## src/rtl/intdiv_pkg.sv

```systemverilog
// Shared constants for the SRT divider result stage.
// Entry layouts are width-dependent and typedef'd by the users.
package intdiv_pkg;

    localparam int MAX_W = 64;
    localparam logic [MAX_W-1:0] QUO_DBZ = '1;

endpackage

```

## src/rtl/intdiv_sync_fifo.sv

```systemverilog
// Small synchronous FIFO holding formatted divider responses.
// Read data is forced to zero while empty.
module intdiv_sync_fifo #(
    parameter int DEPTH = 2,
    parameter int W     = 8,
    localparam int AW   = (DEPTH > 1) ? $clog2(DEPTH) : 1,
    localparam int CW   = AW + 1
) (
    input  logic          clk,
    input  logic          rst,
    input  logic          flush,
    input  logic          push,
    input  logic [W-1:0]  wdata,
    input  logic          pop,
    output logic [W-1:0]  rdata,
    output logic          full,
    output logic [CW-1:0] count
);

    logic [W-1:0]  mem [DEPTH];
    logic [AW-1:0] wr_ptr;
    logic [AW-1:0] rd_ptr;
    logic          empty;

    assign empty = (count == '0);
    assign full  = (count == CW'(DEPTH));
    assign rdata = empty ? '0 : mem[rd_ptr];

    always_ff @(posedge clk or posedge rst) begin
        if (rst) begin
            wr_ptr <= '0;
            rd_ptr <= '0;
            count  <= '0;
        end else if (flush) begin
            wr_ptr <= '0;
            rd_ptr <= '0;
            count  <= '0;
        end else begin
            if (push)
                wr_ptr <= wr_ptr + AW'(1);
            if (pop)
                rd_ptr <= rd_ptr + AW'(1);
            count <= count + CW'(push) - CW'(pop);
        end
    end

    // Storage needs no reset; the read mux hides stale entries.
    always_ff @(posedge clk) begin
        if (push && !flush)
            mem[wr_ptr] <= wdata;
    end

endmodule

```

## src/rtl/intdiv_resp_q.sv

```systemverilog
// Result stage for the radix-16 SRT divider: captures start context,
// formats RISC-V results (incl. divide-by-zero) and queues responses.
module intdiv_resp_q
    import intdiv_pkg::*;
#(
    parameter int D_W   = 32,
    parameter int TAG_W = 4,
    parameter int DEPTH = 2
) (
    input  logic             clk,
    input  logic             rst,
    input  logic             flush_i,
    input  logic             div_start_valid_i,
    input  logic             div_start_ready_i,
    input  logic             op_is_rem_i,
    input  logic [TAG_W-1:0] tag_i,
    input  logic [D_W-1:0]   dividend_i,
    input  logic             div_finish_valid_i,
    output logic             div_finish_ready_o,
    input  logic [D_W-1:0]   quotient_i,
    input  logic [D_W-1:0]   remainder_i,
    input  logic             divisor_is_zero_i,
    output logic             resp_valid_o,
    input  logic             resp_ready_i,
    output logic [D_W-1:0]   resp_data_o,
    output logic [TAG_W-1:0] resp_tag_o,
    output logic             resp_dbz_o,
    output logic             unexp_finish_o
);

    typedef struct packed {
        logic [D_W-1:0]   data;
        logic [TAG_W-1:0] tag;
        logic             dbz;
    } resp_entry_t;

    localparam int EW = $bits(resp_entry_t);
    localparam int CW = ((DEPTH > 1) ? $clog2(DEPTH) : 1) + 1;

    logic             start_hs;
    logic             finish_hs;
    logic             push;
    logic             pop;
    logic             full;
    logic [CW-1:0]    count;
    logic             pending;
    logic [TAG_W-1:0] ctx_tag;
    logic             ctx_rem;
    logic [D_W-1:0]   ctx_dividend;
    resp_entry_t      fmt;
    resp_entry_t      head;

    assign start_hs           = div_start_valid_i & div_start_ready_i;
    assign finish_hs          = div_finish_valid_i & div_finish_ready_o;
    assign div_finish_ready_o = ~full;
    assign push               = finish_hs & pending & ~flush_i;
    assign resp_valid_o       = (count != '0);
    assign pop                = resp_valid_o & resp_ready_i;

    // Start wins over a same-cycle finish; the finish used the old context.
    always_ff @(posedge clk or posedge rst) begin
        if (rst) begin
            pending      <= 1'b0;
            ctx_tag      <= '0;
            ctx_rem      <= 1'b0;
            ctx_dividend <= '0;
        end else if (flush_i) begin
            pending <= 1'b0;
        end else if (start_hs) begin
            pending      <= 1'b1;
            ctx_tag      <= tag_i;
            ctx_rem      <= op_is_rem_i;
            ctx_dividend <= dividend_i;
        end else if (finish_hs) begin
            pending <= 1'b0;
        end
    end

    always_ff @(posedge clk or posedge rst) begin
        if (rst)
            unexp_finish_o <= 1'b0;
        else
            unexp_finish_o <= finish_hs & ~pending & ~flush_i;
    end

    always_comb begin
        fmt     = '0;
        fmt.tag = ctx_tag;
        fmt.dbz = divisor_is_zero_i;
        if (divisor_is_zero_i)
            fmt.data = ctx_rem ? ctx_dividend : QUO_DBZ[D_W-1:0];
        else
            fmt.data = ctx_rem ? remainder_i : quotient_i;
    end

    intdiv_sync_fifo #(
        .DEPTH (DEPTH),
        .W     (EW)
    ) u_fifo (
        .clk   (clk),
        .rst   (rst),
        .flush (flush_i),
        .push  (push),
        .wdata (fmt),
        .pop   (pop),
        .rdata (head),
        .full  (full),
        .count (count)
    );

    assign resp_data_o = head.data;
    assign resp_tag_o  = head.tag;
    assign resp_dbz_o  = head.dbz;

endmodule

```

## config.mk

```make
export PLATFORM = sky130hd
export DESIGN_NAME = intdiv_resp_q
export DESIGN_NICKNAME = d
export VERILOG_FILES = /design/src/rtl/intdiv_pkg.sv /design/src/rtl/intdiv_sync_fifo.sv /design/src/rtl/intdiv_resp_q.sv
export SDC_FILE = /design/constraint.sdc
export NUM_CORES = 1
export LEC_CHECK = 0
export ABC_AREA = 1
export ABC_CLOCK_PERIOD_IN_PS = 2800
export CORE_MARGIN = 3
export CORE_UTILIZATION = 43
export CTS_CLUSTER_SIZE = 20
export DETAILED_ROUTE_END_ITERATION = 12
export PLACE_DENSITY = 0.78
export SLEW_MARGIN = 20
export SYNTH_ARGS = -nofsm -noshare
export SYNTH_HDL_FRONTEND = slang
export SYNTH_SLANG_ARGS = --single-unit
```

## constraint.sdc

```tcl
create_clock -name clk -period 2.8 [get_ports clk]
set_clock_uncertainty 0.1 [all_clocks]
set_input_delay 0.42 -clock clk [delete_from_list [all_inputs] [get_ports clk]]
set_output_delay 0.42 -clock clk [all_outputs]
set_load 0.005 [all_outputs]
```

### After elaboration in Yosys (flattened, before gate mapping)

Memories as Yosys holds them, arrays and structs flattened.
Index checks and enable logic that the tools add are counted.

* output and inout port bits: 40
* memory bits (writable): 74
* bits in registers: 43
* logic and storage cells: 46
* bits of input ports: 109
* memories kept: 1

* eq/ne operators: 1
* multiplexer cells: 14
* bitwise logic cells: 10
* add/subtract/negate cells: 4
* reductions and logical operators: 8

Memory list
* u_fifo.mem: words 2, bits a word 37, read ports 1, clocked after Yosys merged registers in 0, write ports 1, RTL line intdiv_sync_fifo.sv:20 `logic [W-1:0] mem [DEPTH];`

Operators with widths (count)
* two-way mux 32 bit: 3
* two-way mux 37 bit: 1
* two-way mux 1 bit: 9
* AND 1 bit: 7
* nonzero test 2 bit: 3
* NOT 1 bit: 3
* nonzero test 3 bit: 1
* adder 1 bit, second input constant: 2
* adder 2 x 1 -> 2 bit: 1
* == test 2 bit, second input constant: 1
* logical NOT 2 bit: 1
* two-way mux 2 bit: 1
* AND reduction 2 bit: 1
* subtractor 2 x 1 -> 2 bit: 1
* logical AND 1 bit: 1
* logical NOT 1 bit: 1

### Longest topological paths before layout

* depth after elaboration: 8
* mapped depth: 8

### Hierarchy

From an unflattened synthesis, not the netlist that was laid out.

* cells, all modules: 646
* area, all modules: 5700.5 sq um

Modules (own cells, without submodules)
* intdiv_sync_fifo: area each 2977.9 sq um, cells each 226, times used 1
* intdiv_resp_q: area each 2722.6 sq um, cells each 420, times used 1

### Worst setup path before layout

No wires, ideal clock.

* path type: input to register
* start: input flush_i
* end: memory u_fifo.mem[1][0] (netlist name) (enable)
* library setup time: 0.431 ns
* setup slack: 0.023 ns
* arrival time: 2.246 ns
* cell stages on the path: 3
* cells stage by stage: nor2_1 -> nand3_1 -> nor2_1

* word-level cells in the longest chain between the ends: 5
* elaborated cells on any way between the ends: 6
* those cells by class: 2 x mux; 2 x bitwise; 2 x reduce/logical

Ends and longest elaborated chain
* from (decl): RTL line intdiv_resp_q.sv:12 `input logic flush_i,`
* NOT 1 bit (no line)
* AND 1 bit: RTL line intdiv_resp_q.sv:56 `assign push = finish_hs & pending & ~flush_i;`
* logical AND 1 bit *: RTL line intdiv_sync_fifo.sv:49 `if (push && !flush)`
* two-way mux 1 bit *: RTL line intdiv_sync_fifo.sv:49
* two-way mux 1 bit (implied by the code) *: RTL line intdiv_sync_fifo.sv:50 `mem[wr_ptr] <= wdata;`
* to (decl): RTL line intdiv_sync_fifo.sv:20

Every way passes the cells marked *; elsewhere a longest branch is shown, timed or not.

### Worst setup path after layout

* start: register u_fifo.rd_ptr
* end: output resp_data_o[23]

* word-level cells in the longest chain between the ends: 2

Ends and longest elaborated chain
* from (decl): RTL line intdiv_sync_fifo.sv:22 `logic [AW-1:0] rd_ptr;`
* from (signal assigned): RTL line intdiv_sync_fifo.sv:42 `rd_ptr <= rd_ptr + AW'(1);`
* memory read (2 x 37 bit)
* two-way mux 37 bit: RTL line intdiv_sync_fifo.sv:27 `assign rdata = empty ? '0 : mem[rd_ptr];`
* to (decl): RTL line intdiv_resp_q.sv:25 `output logic [D_W-1:0] resp_data_o,`

No other way between the ends.

==> results.toml <==
[run_status]
outcome = "finished clean"

[global_routing]
grt_use_met3 = 0.0559
grt_use_met1 = 0.248
gr-usage-all-layers = 0.206
antenna_found_initial = 0
overflow = 0
grt_pass1_wl_mm = 22.4
grt_pass1_vias = 4653
use_met2 = 0.345
grt-busiest-layer = "met2"
grt_max_degree = 44

[synthesis]
synth_area_sq_um = 5330
synth_top_family_by_area = "compound AO/OA/AOI/OAI gates"
synth_compound_area_frac = 0.152
synthAdderAreaFrac = 0.00470
muxShareOfSynthArea = 0
synth-seq-cells = 117
syn_nets = 655
synth_cells = 544
ys_seq_area_frac = 0.619
synth_warnings = 0
synth-simple-area-share = 0.148
avgSynthCellArea_sq_um = 9.79
netlist-cell-type-count = 20
synth_xor_xnor_area_share = 0

[power_and_ir_drop]
power_density_nw_per_um2 = 743
power_mw = 5.57
leakagePower_nw = 3.05
vdd_ir_drop_max_uv = 354

[floorplanning]
core_sq_um = 12100
pin_count = 149
design.die.area_sq_um = 13800
die_width_microns = 117
die_h_microns = 117
initial_core_util = 0.442
placementRows = 40

[cells_and_area]
nFillCells = 981
areaGrowthSynthToFinish_pct = 40.6
drive_above_1_share = 0.111
layout.nets = 800
n_antenna_cell = 0

[routing]
wl_per_cell_microns = 15.8
drt_pass1_iterations = 5
wl_mm = 13.7
viasPerCell = 5.03
drc = 0
postRouteAntennaNets = 0
drtIter0Drc = 281
vias = 4380

[sta]
slew_viol_final = 0
tightest_slew_ns = 0.962
fmax_mhz = 389
period_share = 0.918
hold_viol = 0
slew_headroom = 0.358
fin_hold_ws_ns = 0.369
grt_setup_unrepaired = "no"
finalSetupViolations = 0
period_needed_ns = 2.57
fin_setup_tns_ns = 0

[placement]
dpl.hpwl_mm = 9.08
gp_congestion = 0.833
port_buffers = 148

[worst_setup_path]
cpMaxStageDelayCell = "clkdlybuf4s50_1"
max_stage_delay_ns = 0.53
crit_family = "buffers and inverters"
end_kind = "primary output"
path_buf_inv = 2
arrival_ns = 2.05
reg2reg_slack_ns = 0.80
crit_chain = "buf_4 > nand2_1 > a21oi_1 > clkdlybuf4s50_1"
cp-start-kind = "flop"
path_class = "reg -> out"
critPathMaxFanout = 39
cp.required_ns = 2.28

[job]
max-cap-violations = 0

[clock_tree]
ctsHoldBuffers = 0
cts_max_level = 4
cts_tree = "done"
cts_root_buffer = "clkbuf_16"
cts_inserted_buffers = 17
clk_pin_slew_ns = 0.05
cts.sinks = 117
clockBufferDepth = 2
clk_latency_ns = 0.41

[min_path]
min_path_type = "reg -> reg"
==> per-stage QoR <==
step / utilization / cells / setup WS, ns / instance area, sq um
2_1_floorplan: - / 544 / 0.0231 / 5330
3_3_place_gp: 0.573 / 837 / 0.535 / 6920
3_5_place_dp: 0.573 / 837 / 0.513 / 6920
4_1_cts: 0.620 / 869 / 0.0847 / 7480
5_1_grt: 0.621 / 870 / 0.0835 / 7490
6_report: 0.621 / 870 / 0.228 / 7490
==> path summary, 6_finish.rpt <==
path	start	to	cells past startpoint
worst max-delay path	u_fifo.rd_ptr	resp_data_o[23]	4
worst min-delay path	pending	unexp_finish_o	1
worst max register to register	ctx_rem	u_fifo.mem[0][35]	4
worst min register to register	pending	unexp_finish_o	1
max in group asynchronous	rst	ctx_dividend[5]	2
min in group asynchronous	rst	ctx_dividend[21]	2
==> sequential cells by signal, indices dropped and copies added, names as in the netlist <==
signal and flops:
u_fifo.wr_ptr 1, u_fifo.rd_ptr 1, ctx_tag 4, unexp_finish_o 1, ctx_rem 1, u_fifo.mem 74
pending 1, u_fifo.count 2, ctx_dividend 32
==> final cells by class <==
class,instances,area (sq um),share of cell area
clock buffer,19,433,0.0578
tap,168,210,0.0281
clock inverter,13,134,0.0179
multi-input combinational,344,1650,0.220
timing repair buffer,158,1580,0.210
sequential,117,3300,0.440
inverter,51,194,0.0259
==> power breakdown <==
part           switching [mW]  internal [mW]
Combinational           0.759          0.687
Clock                   0.746           1.30
Sequential             0.0682           2.00
==> synthesized netlist by cell type (all sizes together) <==
master | instances | area share
clkbuf | 1 | 0.00070
inv | 50 | 0.035
nand2 | 154 | 0.11
nand4 | 1 | 0.0012
edfxtp | 74 | 0.42
buf | 31 | 0.039
nand3 | 5 | 0.0056
dfrtp | 43 | 0.20
o21ai | 36 | 0.055
clkinv | 1 | 0.00094
nor3 | 5 | 0.0047
ha | 2 | 0.0047
nor2 | 38 | 0.027
a21oi | 103 | 0.097
==> per-layer routing <==
layer  vias to the layer above  routed length [microns]
met1                      2038                     5360
met5                         -                        0
met4                         0                      339
met3                        31                     1090
li1                       2094                        -
met2                       217                     6950
==> repair_timing <==
item	CTS	global route
setup buffers	0	1
gates resized for setup	0	1
setup endpoints to repair	0	23
==> layout by cell type, fill, tap and decap left out, drive strengths merged <==
master | netlist | final
a21oi | 103 | 103
edfxtp | 74 | 74
clkdlybuf4s50 | 0 | 147
inv | 50 | 50
o21ai | 36 | 36
clkbuf | 1 | 19
nand3 | 5 | 5
nor2 | 38 | 38
clkinv | 1 | 8
bufinv | 0 | 2
dfrtp | 43 | 43
nand4 | 1 | 1
buf | 31 | 11
nor3 | 5 | 5
nand2 | 154 | 154
clkinvlp | 0 | 4
ha | 2 | 2
==> kinds of logic after synthesis <==
| family | Yosys count |
|---|---|
| AOI/OAI and AO/OA | 139 |
| adders and majority gates | 2 |
| buffers and inverters | 83 |
| DFF | 117 |
| and+or+nand+nor | 203 |
==> worst register-to-register path, stage by stage (launching register included) <==
cell and delay, ns:
dfrtp_1 0.34, buf_4 0.26, clkinv_2 0.54, nor3_1 0.41, a21oi_1 0.09
No activity file was read; power rests on OpenSTA's default activity.
